## src/rtl/countdown_pkg.sv

```systemverilog
// Shared definitions for the countdown timer: state encoding and state width.
// Latency: n/a (package only).
// Backpressure: n/a.
package countdown_pkg;

    localparam int STATE_W = 2;

    localparam logic [STATE_W-1:0] STATE_IDLE = 2'd0;
    localparam logic [STATE_W-1:0] STATE_RUN  = 2'd1;
    localparam logic [STATE_W-1:0] STATE_HOLD = 2'd2;

    typedef enum logic [STATE_W-1:0] {
        S_IDLE = STATE_IDLE,
        S_RUN  = STATE_RUN,
        S_HOLD = STATE_HOLD
    } state_e;

endpackage

```

## src/rtl/tick_prescaler.sv

```systemverilog
// Divides the clock into a tick every divider+1 consumed cycles.
// Latency: tick is combinational from the internal counter; counter advances one step per non-held cycle.
// Backpressure: hold freezes the counter (tick stays visible); clear restarts the division from zero.
// Ports: clk, reset (sync, active-high), clear, hold, divider[W], tick.
module tick_prescaler #(
    parameter int W = 8
) (
    input  logic         clk,
    input  logic         reset,
    input  logic         clear,
    input  logic         hold,
    input  logic [W-1:0] divider,
    output logic         tick
);

    logic [W-1:0] cnt_q;
    logic [W-1:0] cnt_d;

    assign tick = (cnt_q == divider);

    always_comb begin
        cnt_d = cnt_q;
        if (clear) begin
            cnt_d = '0;
        end else if (!hold) begin
            cnt_d = tick ? '0 : cnt_q + W'(1);
        end
    end

    always_ff @(posedge clk) begin
        if (reset) begin
            cnt_q <= '0;
        end else begin
            cnt_q <= cnt_d;
        end
    end

endmodule

```

## src/rtl/countdown_timer.sv

```systemverilog
// Loadable down-counting timer, one-shot or periodic, with one-cycle expiry pulse and pause/stop control.
// Latency: count = load_value one edge after start; expiry pulse (L+1)*(P+1) edges after start (P=0 without prescaler).
// Backpressure: pause (level) freezes the count and prescaler; stop aborts to idle; start restarts at any time.
// Ports: clk, reset, start, stop, pause, periodic, load_value[WIDTH], prescale[PRESCALE_WIDTH] -> count[WIDTH], busy, expired.
// Optional feature: define COUNTDOWN_PRESCALER_EN to build the tick prescaler; otherwise every cycle is a tick.
module countdown_timer
    import countdown_pkg::*;
#(
    parameter int WIDTH          = 8,
    parameter int PRESCALE_WIDTH = 8
) (
    input  logic                      clk,
    input  logic                      reset,
    input  logic                      start,
    input  logic                      stop,
    input  logic                      pause,
    input  logic                      periodic,
    input  logic [WIDTH-1:0]          load_value,
    input  logic [PRESCALE_WIDTH-1:0] prescale,
    output logic [WIDTH-1:0]          count,
    output logic                      busy,
    output logic                      expired
);

    state_e           state_q, state_d;
    logic [WIDTH-1:0] count_q, count_d;
    logic [WIDTH-1:0] reload_q, reload_d;
    logic             periodic_q, periodic_d;
    logic             expired_q, expired_d;
    logic             tick;
    logic             consume;

    // A cycle may consume a tick when active and not paused. In RUN the
    // expiry still wins over a pause that arrives in the same cycle.
    assign consume = (state_q != S_IDLE) &&
                     (!pause || ((state_q == S_RUN) && (count_q == '0)));

`ifdef COUNTDOWN_PRESCALER_EN
    logic [PRESCALE_WIDTH-1:0] prescale_q;

    always_ff @(posedge clk) begin
        if (reset) begin
            prescale_q <= '0;
        end else if (start && !stop) begin
            prescale_q <= prescale;
        end
    end

    tick_prescaler #(.W(PRESCALE_WIDTH)) u_tick_prescaler (
        .clk     (clk),
        .reset   (reset),
        .clear   (start || stop),
        .hold    (!consume),
        .divider (prescale_q),
        .tick    (tick)
    );
`else
    logic prescale_unused;
    assign prescale_unused = ^prescale;
    assign tick            = 1'b1;
`endif

    always_comb begin
        state_d    = state_q;
        count_d    = count_q;
        reload_d   = reload_q;
        periodic_d = periodic_q;
        expired_d  = 1'b0;
        if (stop) begin
            state_d = S_IDLE;
            count_d = '0;
        end else if (start) begin
            reload_d   = load_value;
            periodic_d = periodic;
            count_d    = load_value;
            state_d    = S_RUN;
        end else if (state_q != S_IDLE) begin
            if (consume && tick) begin
                if (count_q != '0) begin
                    count_d = count_q - WIDTH'(1);
                end else begin
                    expired_d = 1'b1;
                    if (periodic_q) begin
                        count_d = reload_q;
                    end else begin
                        state_d = S_IDLE;
                    end
                end
            end
            // Pause only decides RUN vs HOLD for the next cycle.
            if (state_d != S_IDLE) begin
                state_d = pause ? S_HOLD : S_RUN;
            end
        end
    end

    always_ff @(posedge clk) begin
        if (reset) begin
            state_q    <= S_IDLE;
            count_q    <= '0;
            reload_q   <= '0;
            periodic_q <= 1'b0;
            expired_q  <= 1'b0;
        end else begin
            state_q    <= state_d;
            count_q    <= count_d;
            reload_q   <= reload_d;
            periodic_q <= periodic_d;
            expired_q  <= expired_d;
        end
    end

    assign count   = count_q;
    assign busy    = (state_q != S_IDLE);
    assign expired = expired_q;

endmodule

```

## config.mk

```make
export PLATFORM = sky130hd
export DESIGN_NAME = countdown_timer
export DESIGN_NICKNAME = d
export VERILOG_FILES = /design/src/rtl/countdown_pkg.sv /design/src/rtl/tick_prescaler.sv /design/src/rtl/countdown_timer.sv
export SDC_FILE = /design/constraint.sdc
export NUM_CORES = 1
export LEC_CHECK = 0
export CAP_MARGIN = 25
export CORE_UTILIZATION = 54
export CTS_CLUSTER_SIZE = 25
export DETAILED_ROUTE_END_ITERATION = 7
export DONT_BUFFER_PORTS = 1
export HOLD_SLACK_MARGIN = 0.02
export PLACE_DENSITY = 0.8
export RECOVER_POWER = 50
export REMOVE_ABC_BUFFERS = 1
export SLEW_MARGIN = 20
export SYNTH_ARGS = -nofsm -noshare
export SYNTH_HDL_FRONTEND = slang
export SYNTH_SLANG_ARGS = --single-unit
```

## constraint.sdc

```tcl
create_clock -name clk -period 2 [get_ports clk]
set_clock_uncertainty 0.1 [all_clocks]
set_input_delay 0 -clock clk [delete_from_list [all_inputs] [get_ports clk]]
set_output_delay 0 -clock clk [all_outputs]
set_load 0.01 [all_outputs]
```

# Word level (Yosys, flattened, before mapping)
# Cells that the tools add are included.
# op_classes
bitwise_logic	3
reduce_logical	16
n_div	0
addsub	1
n_shift	0
order_cmp	0
n_eq_ne	1
n_mux	16
mul	0
# op_table
cell	n
8-bit 2-to-1 mux	5
2-bit 2-to-1 mux	8
8-bit logical NOT	1
2-bit nonzero test	4
8-bit nonzero test	1
8-bit by 1-bit subtractor with 8-bit output (second input constant)	1
5-bit OR reduction	1
1-bit 2-to-1 mux	3
1-bit inverter	3
3-bit AND reduction	1
3-bit nonzero test	1
3-bit OR reduction	1
2-bit by 1-bit == test with 1-bit output (second input constant)	1
1-bit logical AND	2
2-bit AND reduction	1
2-bit OR reduction	1
1-bit logical NOT	1
1-bit logical OR	1
# word_totals
ram_bits	0
out_inout_bits	10
word_cells	43
regBits	20
romBits	0
latchBits	0
mem_count	0
input_bits	22

# Logic depth before layout (Yosys ltp)
# logic_depth
word_depth	12
mapped_depth	9
depth_no_buf	7

# Least setup slack after synthesis
# OpenSTA, ideal clock, no wires.
# synth_timing
path_type	register to register
from	register count_q[0], in the netlist count[0]
to	register count_q[5], in the netlist count[5]
path_buffers	2
setup_time_ns	0.130
arrival_time_ns	1.894
stages_incl_launch_ff	10
synth_period_minus_slack_ns	2.125
required_ns	1.770
slack_ns	-0.125
path_cell_list	dfxtp_1 -> inv_1 -> ha_1 -> or3b_1 -> buf_2 -> or3_4 -> and3_1 -> buf_6 -> nand4_1 -> o211ai_1
# synth_via
elab_chain_len	6
elab_cells_between_ends	13
cone_classes	add/sub (1); mux (4); reduce/logical (8)
# synth_rtl
element	line_no	source
from (decl)	countdown_timer.sv:26	logic [WIDTH-1:0] count_q, count_d;
from (signal assigned)	countdown_timer.sv:106	count_q <= count_d;
branches (longest 6 deep; another with 8-bit by 1-bit subtractor with 8-bit output)	--	
# Parallel ways; which one is timed is not known. The select of a mux whose other input is x is not followed.
# A chain may end at the register's enable or synchronous reset.

# Worst setup path after layout
# layout_timing
from	register count_q[3], in the netlist count[3]
to	register count_q[0], in the netlist count[0]
# layout_via
elab_chain_len	6
elab_cells_between_ends	12
cone_classes	mux (4); reduce/logical (8)
# layout_rtl
element	line_no	source
8-bit logical NOT	countdown_timer.sv:36	(!pause || ((state_q == S_RUN) && (count_q == '0)));
1-bit logical AND	countdown_timer.sv:36	
1-bit logical OR	countdown_timer.sv:36	
1-bit logical AND	countdown_timer.sv:35	assign consume = (state_q != S_IDLE) &&
2-bit nonzero test (no source line)	--	
3-bit AND reduction (no source line)	--	
# Parallel ways exist; a longest one is shown, timed or not. The select of a mux whose other input is x is not followed.

==> impl_metrics.json <==
{
  "status": "finished, final reports clean",
  "final_cell_mix": "nand2_1 (34), dlygate4sd3_1 (19), dfxtp_1 (18), a21oi_1 (11)",
  "regToRegEndpoint": "count[0]",
  "crit_slowest_cell": "or4_4",
  "start_util": 0.5936,
  "drt_iter0_drc": 37,
  "final_common_cell": "nand2_1",
  "synth_warnings": 0,
  "clk_latency_ns": 0.30,
  "antenna_found_initial": 0,
  "power_density_nw_per_um2": 596.5,
  "clockBufferDepth": 2,
  "nets": 189,
  "dieHeight_um": 46.04,
  "m1WireLength_um": 1158,
  "grt.total_usage": 0.2871,
  "wl_met3_um": 224,
  "crit_family": "simple AND/OR/NAND/NOR gates",
  "grt_max_degree": 14,
  "ant_nets": 0,
  "slew_headroom": 0.4886,
  "ios": 32,
  "synth-seq-cells": 20,
  "crit_path_max_incr_delay_ns": 0.58,
  "via_count": 1098,
  "area_delta_synth_final_pct": 33.09,
  "hold_viol": 0,
  "synthArstFlopShare": 0,
  "synth.distinct_cells": 40,
  "cp_data_required_time_ns": 2.10,
  "drt-total-wl_um": 2903,
  "place.gp.congestion": 0.8746,
  "max_freq_ghz": 0.5105,
  "grt_pass1_wl_um": 4271,
  "vias_per_cell": 5.840,
  "diodes": 0,
  "root_buffer": "clkbuf_4",
  "finalCoreUtilization": 0.7901,
  "post_dp_cell_area_um2": 1145,
  "worst_hold_slack_ns": 0.04505,
  "htreeDepth": 1,
  "worst_slew_pin_slew_ns": 0.7656,
  "num_rows": 15,
  "synth_enable_flop_cells": 0,
  "finalCritPeriodShare": 0.9795,
  "postSynthAreaPerCell_um2": 7.815,
  "synth_cells": 134,
  "drcViolationCount": 0,
  "cts_tree": "yes",
  "cp.depth": 5,
  "tns_ns": 0,
  "cts_sinks": 20,
  "setup_viol": 0,
  "synth-main-ff-cell": "dfxtp_1",
  "top_layer": "met4",
  "synth_area_um2": 1047,
  "dp_hpwl_um": 1839,
  "route.detailed.wl_per_inst_um": 15.44,
  "core_um2": 1764,
  "die_x_um": 46.04,
  "reg2reg_slack_ns": 0.04,
  "cp-start-kind": "flip-flop",
  "wl_met2_um": 1495,
  "drt-pass1-iter-count": 4,
  "cts.clk_slew.worst_paths_ns": 0.11,
  "critical_path.endpoint": "count[0]",
  "first_global_vias": 984,
  "maxCapViolations": 0,
  "period_minus_slack_ns": 1.959,
  "netlist_top_cells_area": "dfxtp_1 (38%), nand2_1 (12%), a21oi_1 (5.3%), a32oi_1 (3.3%), o21ai_0 (2.9%)",
  "drv_slew": 0,
  "layout-drive-gt1-share": 0.1718,
  "io_buffer_count": 0,
  "crit_type": "reg2reg",
  "worst-path-buf-inv": 0,
  "crit_arrival_ns": 2.06,
  "numCtsBuffers": 3,
  "r2r_cells": 5,
  "synth_top_cell_by_area": "dfxtp_1",
  "report.power.total_mw": 0.8314,
  "hold_class": "in2reg",
  "yosysTopAreaCellShare": 0.3823,
  "crit_fanout": 6,
  "cp-end-kind": "flip-flop",
  "peakVddDrop_mv": 0.4868,
  "overflow": 0,
  "dieArea_um2": 2120,
  "final_design_area_no_fill_um2": 1394,
  "p_leak_nw": 0.5008,
  "setup.worst_path.start": "count[3]",
  "crit_chain": "or4_4, o31ai_4, and3_4, o21ai_2, a31o_1",
  "r2r-start": "count[3]",
  "ys_seq_area_frac": 0.3823,
  "n_fill_cell": 131,
  "post-cts-setup-buffers": 0
}
## tightest hold or removal path, stage by stage
cell and delay [ns]:
nor2b_1 0.24, nand2_1 0.11, a21oi_1 0.05
## layout make-up
| cell class | instances | area (um2) | area share |
|---|---|---|---|
| multi-input cells | 103 | 649.4 | 0.4659 |
| flip-flops and latches | 20 | 402.9 | 0.2890 |
| repair buffers | 33 | 272.8 | 0.1957 |
| well taps | 25 | 31.28 | 0.02244 |
| clock buffers | 3 | 22.52 | 0.01616 |
| inverters | 4 | 15.01 | 0.01077 |
## state kept, by name (all words and copies together), names as in the netlist
register,cells
state_q,2
periodic_q,1
count,8
reload_q,8
expired,1
## through the flow
stage	std cells	setup slack [ns]
4_1_cts	188	0.002125
3_3_place_gp	166	-0.02257
2_1_floorplan	127	-0.08023
5_1_grt	188	-0.01306
6_report	188	0.04104
3_5_place_dp	166	-0.1306
## power by group
group          internal [mW]  switching, mW
combinational         0.0978          0.117
clock                 0.0702          0.123
sequential             0.414        0.00941
## kinds of logic (layout without fill, tap and decap cells)
logic type / after synthesis / after routing / share of synthesized area
AND/OR/NAND/NOR: 62 / 62 / 0.2820
AO/OA/AOI/OAI: 34 / 34 / 0.2151
flip-flops: 20 / 20 / 0.3823
buffers and inverters: 11 / 40 / 0.05136
XOR/XNOR: 3 / 3 / 0.02509
adder cells (fa/ha/maj): 2 / 2 / 0.02389
multiplexers: 2 / 2 / 0.02031
## metal layers
metal  global-route usage  vias to the layer above
met4              0.08824                        0
li1                     -                      532
met5                    0                        -
met2               0.5211                       60
met3              0.05556                        4
met1               0.3333                      502
## cell usage after synthesis (all sizes together) (3+ instances only)
master	n
or3	3
nand2	34
xnor2	3
nor3	4
clkbuf	4
o21ai	9
inv	4
buf	3
nor2	8
a21oi	11
a32oi	4
dfxtp	20
## worst min-delay path by stage
stage	startpoint	end	slack, ns	depth (start not counted)
floorplan	reset	periodic_q	-0.03	1
global placement	reset	periodic_q	-0.03	1
detailed placement	reset	reload_q[0]	-0.03	1
CTS	start	reload_q[6]	0.03	3
global route	start	reload_q[5]	0.06	3
finish	start	reload_q[5]	0.05	3
## repair_timing
item | CTS | global route
cloned | 0 | 0
hold buffers | 19 | 0
pin swaps | 2 | 4
setup endpoints to repair | 7 | 9
hold endpoints to repair | 20 | 0
gates resized for setup | 7 | 7
Power figures use the tool's default switching activity.
